File: src/rtl/bus_pkg.sv
// bus_pkg
// Shared definitions for the bus blocks: the default master count, the
// default per-grant hold limit and the arbiter FSM state encoding.
package bus_pkg;

    localparam int NUM_M    = 4;
    localparam int MAX_HOLD = 16;

    typedef enum logic [1:0] {
        IDLE = 2'd0,
        OWN  = 2'd1,
        GAP  = 2'd2
    } bus_state_t;

endpackage

File: src/rtl/bus_rr_pick.sv
// bus_rr_pick
// Combinational round-robin selector. Starting one position after
// last_owner and wrapping modulo NUM_M, returns the first asserted
// request bit.
// Ports:
//   req        - request vector, one bit per master
//   last_owner - index of the most recent owner (search starts after it)
//   valid      - high when any request bit is set
//   index      - index of the selected master (0 when valid is low)
module bus_rr_pick #(
    parameter  int NUM_M = 4,
    localparam int ID_W  = (NUM_M > 1) ? $clog2(NUM_M) : 1
) (
    input  logic [NUM_M-1:0] req,
    input  logic [ID_W-1:0]  last_owner,
    output logic             valid,
    output logic [ID_W-1:0]  index
);

    int              j;
    logic [ID_W-1:0] jx;

    always_comb begin
        valid = 1'b0;
        index = '0;
        j     = 0;
        jx    = '0;
        // Offsets 1..NUM_M visit every master once; last_owner itself is
        // checked last so it only wins when nobody else is asking.
        for (int i = 1; i <= NUM_M; i++) begin
            j  = (int'(last_owner) + i) % NUM_M;
            jx = ID_W'(j);
            if (!valid && req[jx]) begin
                valid = 1'b1;
                index = jx;
            end
        end
    end

endmodule

File: src/rtl/bus_rr_arbit.sv
// bus_rr_arbit
// Round-robin bus arbiter with a bounded hold time. A granted master owns
// the bus until it pulses m_done, drops its request, or reaches MAX_HOLD
// cycles of ownership. Every release is followed by a one-cycle GAP with
// no grant before the next owner is selected.
// Ports:
//   clk      - clock, all state changes on the rising edge
//   reset_n  - synchronous active-low reset
//   m_req    - per-master level request
//   m_done   - per-master end-of-transfer pulse (only the owner's bit counts)
//   m_grant  - registered one-hot grant, or all-zero
//   grant_id - index of current owner, 0 when no grant
//   bus_busy - high exactly when m_grant is nonzero
//   timeout  - one-cycle pulse in the GAP after a forced release
module bus_rr_arbit #(
    parameter  int NUM_M    = bus_pkg::NUM_M,
    parameter  int MAX_HOLD = bus_pkg::MAX_HOLD,
    localparam int ID_W     = (NUM_M > 1) ? $clog2(NUM_M) : 1,
    localparam int HC_W     = (MAX_HOLD > 1) ? $clog2(MAX_HOLD) : 1
) (
    input  logic             clk,
    input  logic             reset_n,
    input  logic [NUM_M-1:0] m_req,
    input  logic [NUM_M-1:0] m_done,
    output logic [NUM_M-1:0] m_grant,
    output logic [ID_W-1:0]  grant_id,
    output logic             bus_busy,
    output logic             timeout
);

    import bus_pkg::*;

    bus_state_t       state_q, state_d;
    logic [NUM_M-1:0] grant_q, grant_d;
    logic [ID_W-1:0]  id_q, id_d;
    logic             busy_q, busy_d;
    logic             to_q, to_d;
    logic [ID_W-1:0]  last_q, last_d;
    logic [HC_W-1:0]  hold_q, hold_d;

    logic             pick_valid;
    logic [ID_W-1:0]  pick_idx;
    logic             own_req;
    logic             own_done;
    logic             at_max;

    bus_rr_pick #(
        .NUM_M (NUM_M)
    ) u_pick (
        .req        (m_req),
        .last_owner (last_q),
        .valid      (pick_valid),
        .index      (pick_idx)
    );

    // Only the owner's request/done bits matter while in OWN.
    assign own_req  = m_req[id_q];
    assign own_done = m_done[id_q];
    assign at_max   = (hold_q == HC_W'(MAX_HOLD - 1));

    always_comb begin
        state_d = state_q;
        grant_d = '0;
        id_d    = '0;
        busy_d  = 1'b0;
        to_d    = 1'b0;
        last_d  = last_q;
        hold_d  = hold_q;

        case (state_q)
            IDLE, GAP: begin
                hold_d = '0;
                if (pick_valid) begin
                    state_d           = OWN;
                    grant_d[pick_idx] = 1'b1;
                    id_d              = pick_idx;
                    busy_d            = 1'b1;
                    last_d            = pick_idx;
                end else begin
                    state_d = IDLE;
                end
            end

            OWN: begin
                if (own_done || !own_req || at_max) begin
                    state_d = GAP;
                    hold_d  = '0;
                    // Timeout flags only a forced release: the master still
                    // wanted the bus and had not finished.
                    to_d    = at_max && own_req && !own_done;
                end else begin
                    grant_d = grant_q;
                    id_d    = id_q;
                    busy_d  = 1'b1;
                    hold_d  = hold_q + 1'b1;
                end
            end

            default: begin
                state_d = IDLE;
                hold_d  = '0;
            end
        endcase
    end

    always_ff @(posedge clk) begin
        if (!reset_n) begin
            state_q <= IDLE;
            grant_q <= '0;
            id_q    <= '0;
            busy_q  <= 1'b0;
            to_q    <= 1'b0;
            // Start as if the last master owned the bus so M0 wins first.
            last_q  <= ID_W'(NUM_M - 1);
            hold_q  <= '0;
        end else begin
            state_q <= state_d;
            grant_q <= grant_d;
            id_q    <= id_d;
            busy_q  <= busy_d;
            to_q    <= to_d;
            last_q  <= last_d;
            hold_q  <= hold_d;
        end
    end

    assign m_grant  = grant_q;
    assign grant_id = id_q;
    assign bus_busy = busy_q;
    assign timeout  = to_q;

endmodule
File: config.mk
export PLATFORM = sky130hd
export DESIGN_NAME = bus_rr_arbit
export DESIGN_NICKNAME = d
export VERILOG_FILES = /design/src/rtl/bus_pkg.sv /design/src/rtl/bus_rr_pick.sv /design/src/rtl/bus_rr_arbit.sv
export SDC_FILE = /design/constraint.sdc
export NUM_CORES = 1
export LEC_CHECK = 0
export CAP_MARGIN = 15
export CORE_MARGIN = 3
export CORE_UTILIZATION = 49
export DETAILED_ROUTE_END_ITERATION = 8
export HOLD_SLACK_MARGIN = 0.03
export PLACE_DENSITY = 0.8
export SETUP_SLACK_MARGIN = 0.02
export SYNTH_ARGS = -nofsm -noshare
export SYNTH_HDL_FRONTEND = slang
export SYNTH_SLANG_ARGS = --single-unit
File: constraint.sdc
create_clock -name clk -period 3.26 [get_ports clk]
set_clock_uncertainty 0.2 [all_clocks]
set_input_delay 0.652 -clock clk [delete_from_list [all_inputs] [get_ports clk]]
set_output_delay 0.652 -clock clk [all_outputs]
set_load 0.1 [all_outputs]
Yosys cells after proc, flatten, opt, wreduce, memory -nomap -nowiden
Index checks and enable logic that the tools add are counted.

storage, ports and cells
  word-level logic and storage cells = 77
  input port bits = 10
  output and inout bits = 8
  flip-flop bits (word level) = 16

cells by class
  bitwise logic cells = 2
  $add $sub $neg = 5
  magnitude comparators = 7
  mux-type cells = 34
  equality and inequality tests = 4
  reduce and logical (&&, ||, !) cells = 18

operators with widths
  kind                                                                count
  < comparator 2 x 3 -> 1 bit (second input constant)                 6
  2-to-1 mux 1 bit                                                    14
  2-to-1 mux 2 bit                                                    7
  binary-select mux 1 bit (select 2 bit)                              6
  2-to-1 mux 4 bit                                                    2
  one-hot mux 2 bit (2 select lines)                                  2
  one-hot mux 4 bit (2 select lines)                                  1
  logical AND 1 bit                                                   6
  logical NOT 1 bit                                                   5
  adder 2 x 1 -> 2 bit (second input constant)                        2
  adder 2 bit (second input constant)                                 2
  adder 4 x 1 -> 4 bit (second input constant)                        1
  == test 4 bit (second input constant)                               1
  AND reduction 3 bit                                                 1
  OR reduction 3 bit                                                  1
  demux 1 bit (select 2 bit)                                          1
  == test 2 x 1 -> 1 bit (second input constant)                      1
  == test 2 bit (second input constant)                               1
  greater-or-equal comparator 2 x 1 -> 1 bit (second input constant)  1
  logical NOT 2 bit                                                   1
  logical OR 1 bit                                                    2
  != test 2 bit (second input constant)                               1
  inverter 1 bit                                                      2
  one-hot mux 1 bit (2 select lines)                                  1
  2 further kinds                                                     2

Logic depth before layout (Yosys ltp)
  word-level depth = 19
  depth in mapped cells = 5
  depth with buffers taken out = 5

Modules after synthesis
Synthesis repeated with hierarchy kept, for this count alone.

second synthesis, totals
  cell total of the unflattened synthesis = 73
  area, all modules = 728.2 µm²

by module, submodules not included
  module        cells an instance  times used  seq. area each (µm²)  area each (µm²)
  bus_rr_arbit  59                 1           320.3                 636.9
  bus_rr_pick   14                 1           0.0                   91.3

Worst setup path after synthesis
Ideal clock, no wire load.

  path kind = register to register
  start = reg id_q[0] (netlist: grant_id[0])
  end = reg id_q[0] (netlist: grant_id[0])
  clock period less this slack = 2.363 ns
  setup time = 0.118 ns
  arrival time = 2.045 ns
  cell stages (with the launch flop) = 4
  path buffers = 0
  data required time = 2.942 ns
  setup slack = 0.897 ns
  cells stage by stage = dfxtp_1 -> mux4_2 -> and3_4 -> a22o_1

on the way
  word-level cells in the longest chain between the ends = 6
  elaborated cells between the ends (all ways) = 8
  those cells by class = eq/ne: 1; mux: 4; reduce/logical: 3

RTL lines
  item                                    line                 source
  start: declaration                      bus_rr_arbit.sv:35   logic [ID_W-1:0] id_q, id_d;
  start signal: assignment                bus_rr_arbit.sv:119  id_q <= id_d;
  binary-select mux 1 bit (select 2 bit)  bus_rr_arbit.sv:57   assign own_req = m_req[id_q];
  2-to-1 mux 1 bit (implied by the code)  bus_rr_arbit.sv:57
  logical NOT 1 bit                       bus_rr_arbit.sv:85   if (own_done || !own_req || at_max) begin
  logical OR 1 bit * (2 in a row)         bus_rr_arbit.sv:85
  != test 2 bit (no line) *               --

Mark *: on every way between the ends. The rest lies on a longest branch, timed or not. The select of a mux whose other input is x is not followed.
A chain may end at the register's enable or synchronous reset.

Worst setup path after layout
  start = in m_req[3]
  end = reg id_q[0] (netlist: grant_id[0])

on the way
  word-level cells in the longest chain between the ends = 14
  elaborated cells between the ends (all ways) = 30
  those cells by class = eq/ne: 1; mux: 20; reduce/logical: 9

RTL lines
  item                                                  line                source
  start: declaration                                    bus_rr_arbit.sv:23  input logic [NUM_M-1:0] m_req,
  binary-select mux 1 bit (select 2 bit)                bus_rr_pick.sv:33   if (!valid && req[jx]) begin
  2-to-1 mux 1 bit (implied by the code)                bus_rr_pick.sv:33
  2-to-1 mux 1 bit                                      bus_rr_pick.sv:33
  logical NOT 1 bit                                     bus_rr_pick.sv:33
  logical AND 1 bit                                     bus_rr_pick.sv:33
  2-to-1 mux 1 bit                                      bus_rr_pick.sv:33
  logical NOT 1 bit                                     bus_rr_pick.sv:33
  logical AND 1 bit                                     bus_rr_pick.sv:33
  2-to-1 mux 1 bit                                      bus_rr_pick.sv:33
  logical NOT 1 bit                                     bus_rr_pick.sv:33
  logical AND 1 bit                                     bus_rr_pick.sv:33
  2-to-1 mux 2 bit or 2-to-1 mux 1 bit (tied branches)  bus_rr_pick.sv:33
  2-to-1 mux 2 bit                                      bus_rr_arbit.sv:73  if (pick_valid) begin
  one-hot mux 2 bit (2 select lines)                    bus_rr_arbit.sv:70  case (state_q)

Parallel ways exist; a longest one is shown, timed or not. The select of a mux whose other input is x is not followed.

==> metrics.md <==
| Metric | Value |
|---|---|
| Initial Util | `between 50% and 60%` |
| Reg clk slew, reported paths | `0.09 ns` |
| CTS tree | `done` |
| Gpl congestion | `~0.8` |
| Area delta synth->final | `29.3%` |
| Synth cell types | `28` |
| CP top delay family | `multiplexers` |
| Final setup viols | `0` |
| Post-synthesis cell count | `70` |
| Vias per cell | `around 5.8` |
| PortBufs | `17` |
| Crit path cell chain | `clkdlybuf4s50_1 -> nor2b_4 -> mux4_2 -> and3_4 -> a22o_1` |
| Clock root buffer master | `clkbuf_4` |
| Die X | `between 40 and 50 um` |
| Buffers inserted by post-CTS timing repair | `0` |
| GRT Overall Usage | `16.3%` |
| Sink Count | `16` |
| Final Power | `approximately 490 uW` |
| FP Rows | `12` |
| Worst EP arrival | `about 2.3 ns` |
| YS warnings | `0` |
| IO Count | `18` |
| Mean area per synthesized cell | `~10 um^2` |
| Crit path launch type | `input pin` |
| Core Area | `approximately 0.0012 mm^2` |
| DRT antenna net count | `0` |
| CP peak stage delay | `about 0.52 ns` |
| Vias in the first global route | `~600` |
| Routed WL per cell | `13.8 um` |
| RSZ-0062 raised after global routing | `no` |
| Max Cap Violations | `0` |
| Setup_tns | `0 ns` |
| Net Count, Synth | `81` |
| Clk_lat worst skew | `about 0.28 ns` |
| DP HPWL | `1100 um` |
| Crit Path Category | `in2reg` |
| Ratio of cells with drive above 1 in the final layout | `17.6%` |
| Final Slew Violations | `0` |
| Largest net degree at the start of global routing | `10` |
| Chip height | `roughly 44 um` |
| Largest area contributor in the netlist | `dfxtp_1` |
| DRT Wirelength | `1450 um` |
| Crit path capture type | `flip-flop` |
| Slowest CP cell | `mux4_2` |
| Hold-fix buffers, CTS | `0` |
| Initial DRC Count | `5` |
| Power Density | `around 550 mW/mm^2` |
| #FFs+latches synth | `16` |
| Number of remaining DRC errors | `0` |
| Number of buffers and inverters on the critical path | `1` |
| Total grt overflow | `0` |
| Synth top area share | `a little under half` |
| Mapped Area | `between 600 and 700 um^2` |
| Tmin final | `2.29 ns` |
| Hold WS | `0.256 ns` |
| H-tree depth | `1` |
| DRT Pass-1 Iters | `4` |
| Status | `finished clean` |
| Slew Limit Headroom | `approximately 73%` |
| Initial antenna violation count | `0` |
| Final period utilization | `between 70% and 80%` |
| Max Fclk | `about 440 MHz` |
| Synth area leaders | `dfxtp_1 (46%), nor2b_1 (4.5%), a32o_1 (4.3%), nand2_1 (3.8%), nor2_1 (3.8%)` |
| N_diodes | `0` |
| Final Hold Viols | `0` |
| NumNets Final | `about 100` |
| First-pass GRT wire length | `around 2300 um` |
| Die Area | `about 0.0019 mm^2` |
| Data required, critical path | `roughly 3.2 ns` |
| Sequential area share after synthesis | `about 46%` |
| Post-layout instance area | `about 900 um^2` |
| CP Max Fanout | `5` |
| Static leakage | `about 0.37 nW` |
| Worst hold path type | `reg2reg` |
| Peak VDD IR | `just under 0.4 mV` |
| Gates resized, CTS repair | `0` |
| Num CTS Buffers | `3` |
| Via count | `approximately 610` |
| Measured slew at the worst slew-check pin | `about 0.4 ns` |
| CTS max path bufs | `2` |
| Placed cell area | `around 860 um^2` |
| Setup slack, reg-to-reg | `about 1.5 ns` |
-- cell usage in the layout (no fill, tap or decap), types with 2 or more instances in the layout --
master	count
nor2b_1	5
a21oi_1	2
nand2_1	7
a32o_1	3
a21boi_1	2
clkdlybuf4s50_1	9
buf_4	8
dfxtp_1	16
and2_1	2
o32ai_1	2
o221ai_1	3
clkbuf_4	3
nand3_1	3
nor2_1	7
inv_1	2
-- cell usage after synthesis, drive strengths merged --
cell,n
nor2,7
o221ai,3
nand3b,1
a22o,1
inv,3
mux2i,1
o31ai,1
ha,1
a31o,1
xor2,1
a21oi,2
mux4,1
o221a,1
a32o,3
o32ai,2
and3b,1
xnor2,1
nand2,7
nand3,3
or2,1
dfxtp,16
and3,1
a21boi,2
and2,2
nor2b,6
nand4b,1
-- final timing paths --
path,to,from,depth (start not counted)
setup / recovery,grant_id[0]$_SDFFE_PN0P_,m_req[3],5
hold / removal,hold_q[0]$_SDFF_PP0_,hold_q[0]$_SDFF_PP0_,1
setup reg to reg,grant_id[0]$_SDFFE_PN0P_,grant_id[0]$_SDFFE_PN0P_,3
hold reg to reg,hold_q[0]$_SDFF_PP0_,hold_q[0]$_SDFF_PP0_,1
-- metal layers --
layer / wire, um / vias up / GRT usage [%]
li1: - / 306 / -
met3: 100 / 2 / 5.39
met1: 690 / 288 / 18.5
met2: 647 / 16 / 27.6
met4: 9 / 0 / 6.63
met5: 0 / - / 0
-- cell type report --
cell class | instances | area (um^2)
Clock buffer | 4 | 36.3
Sequential cell | 16 | 320
Timing Repair Buffer | 17 | 150
Inverter | 3 | 11.3
Tap cell | 14 | 17.5
Multi-Input combinational cell | 51 | 365
Fill cell | 89 | 315
-- state kept, by name, indices dropped and copies added (netlist names) --
register	flops
last_q	2
bus_busy	1
grant_id	2
state_q	2
hold_q	4
timeout	1
m_grant	4
-- cells by family (layout without fill, tap and decap cells) --
| logic type | Yosys count | count (layout) | share of synthesized area (%) |
|---|---|---|---|
| DFF | 16 | 16 | 46.0 |
| adders and majority gates | 1 | 1 | 1.80 |
| AOI/OAI and AO/OA | 16 | 16 | 19.4 |
| xor gates and xnor gates | 2 | 2 | 2.51 |
| and+or+nand+nor | 30 | 30 | 24.1 |
| muxes | 2 | 2 | 4.67 |
| buffers and inverters | 3 | 24 | 1.62 |
-- power breakdown --
group          switching, mW  total, mW  internal [mW]
clock network         0.0587      0.127         0.0679
registers             0.0132      0.224          0.210
logic                 0.0975      0.144         0.0468
-- worst reg2reg max path, delay by kind of cell, from the launching register on --
kind,cells,cell delay [ns]
AND/OR/NAND/NOR,1,0.22
flip-flops,1,0.44
multiplexers,1,0.58
AO/OA/AOI/OAI,1,0.22
-- through the flow --
stage	utilization, %	worst slack (ns)	std cells
floorplan	-	0.897	70
detailed placement	71.1	0.690	101
CTS	74.1	0.989	105
global route	74.1	0.960	105
finish	74.1	0.972	105
global placement	71.1	0.707	101
Power figures use the tool's default switching activity.
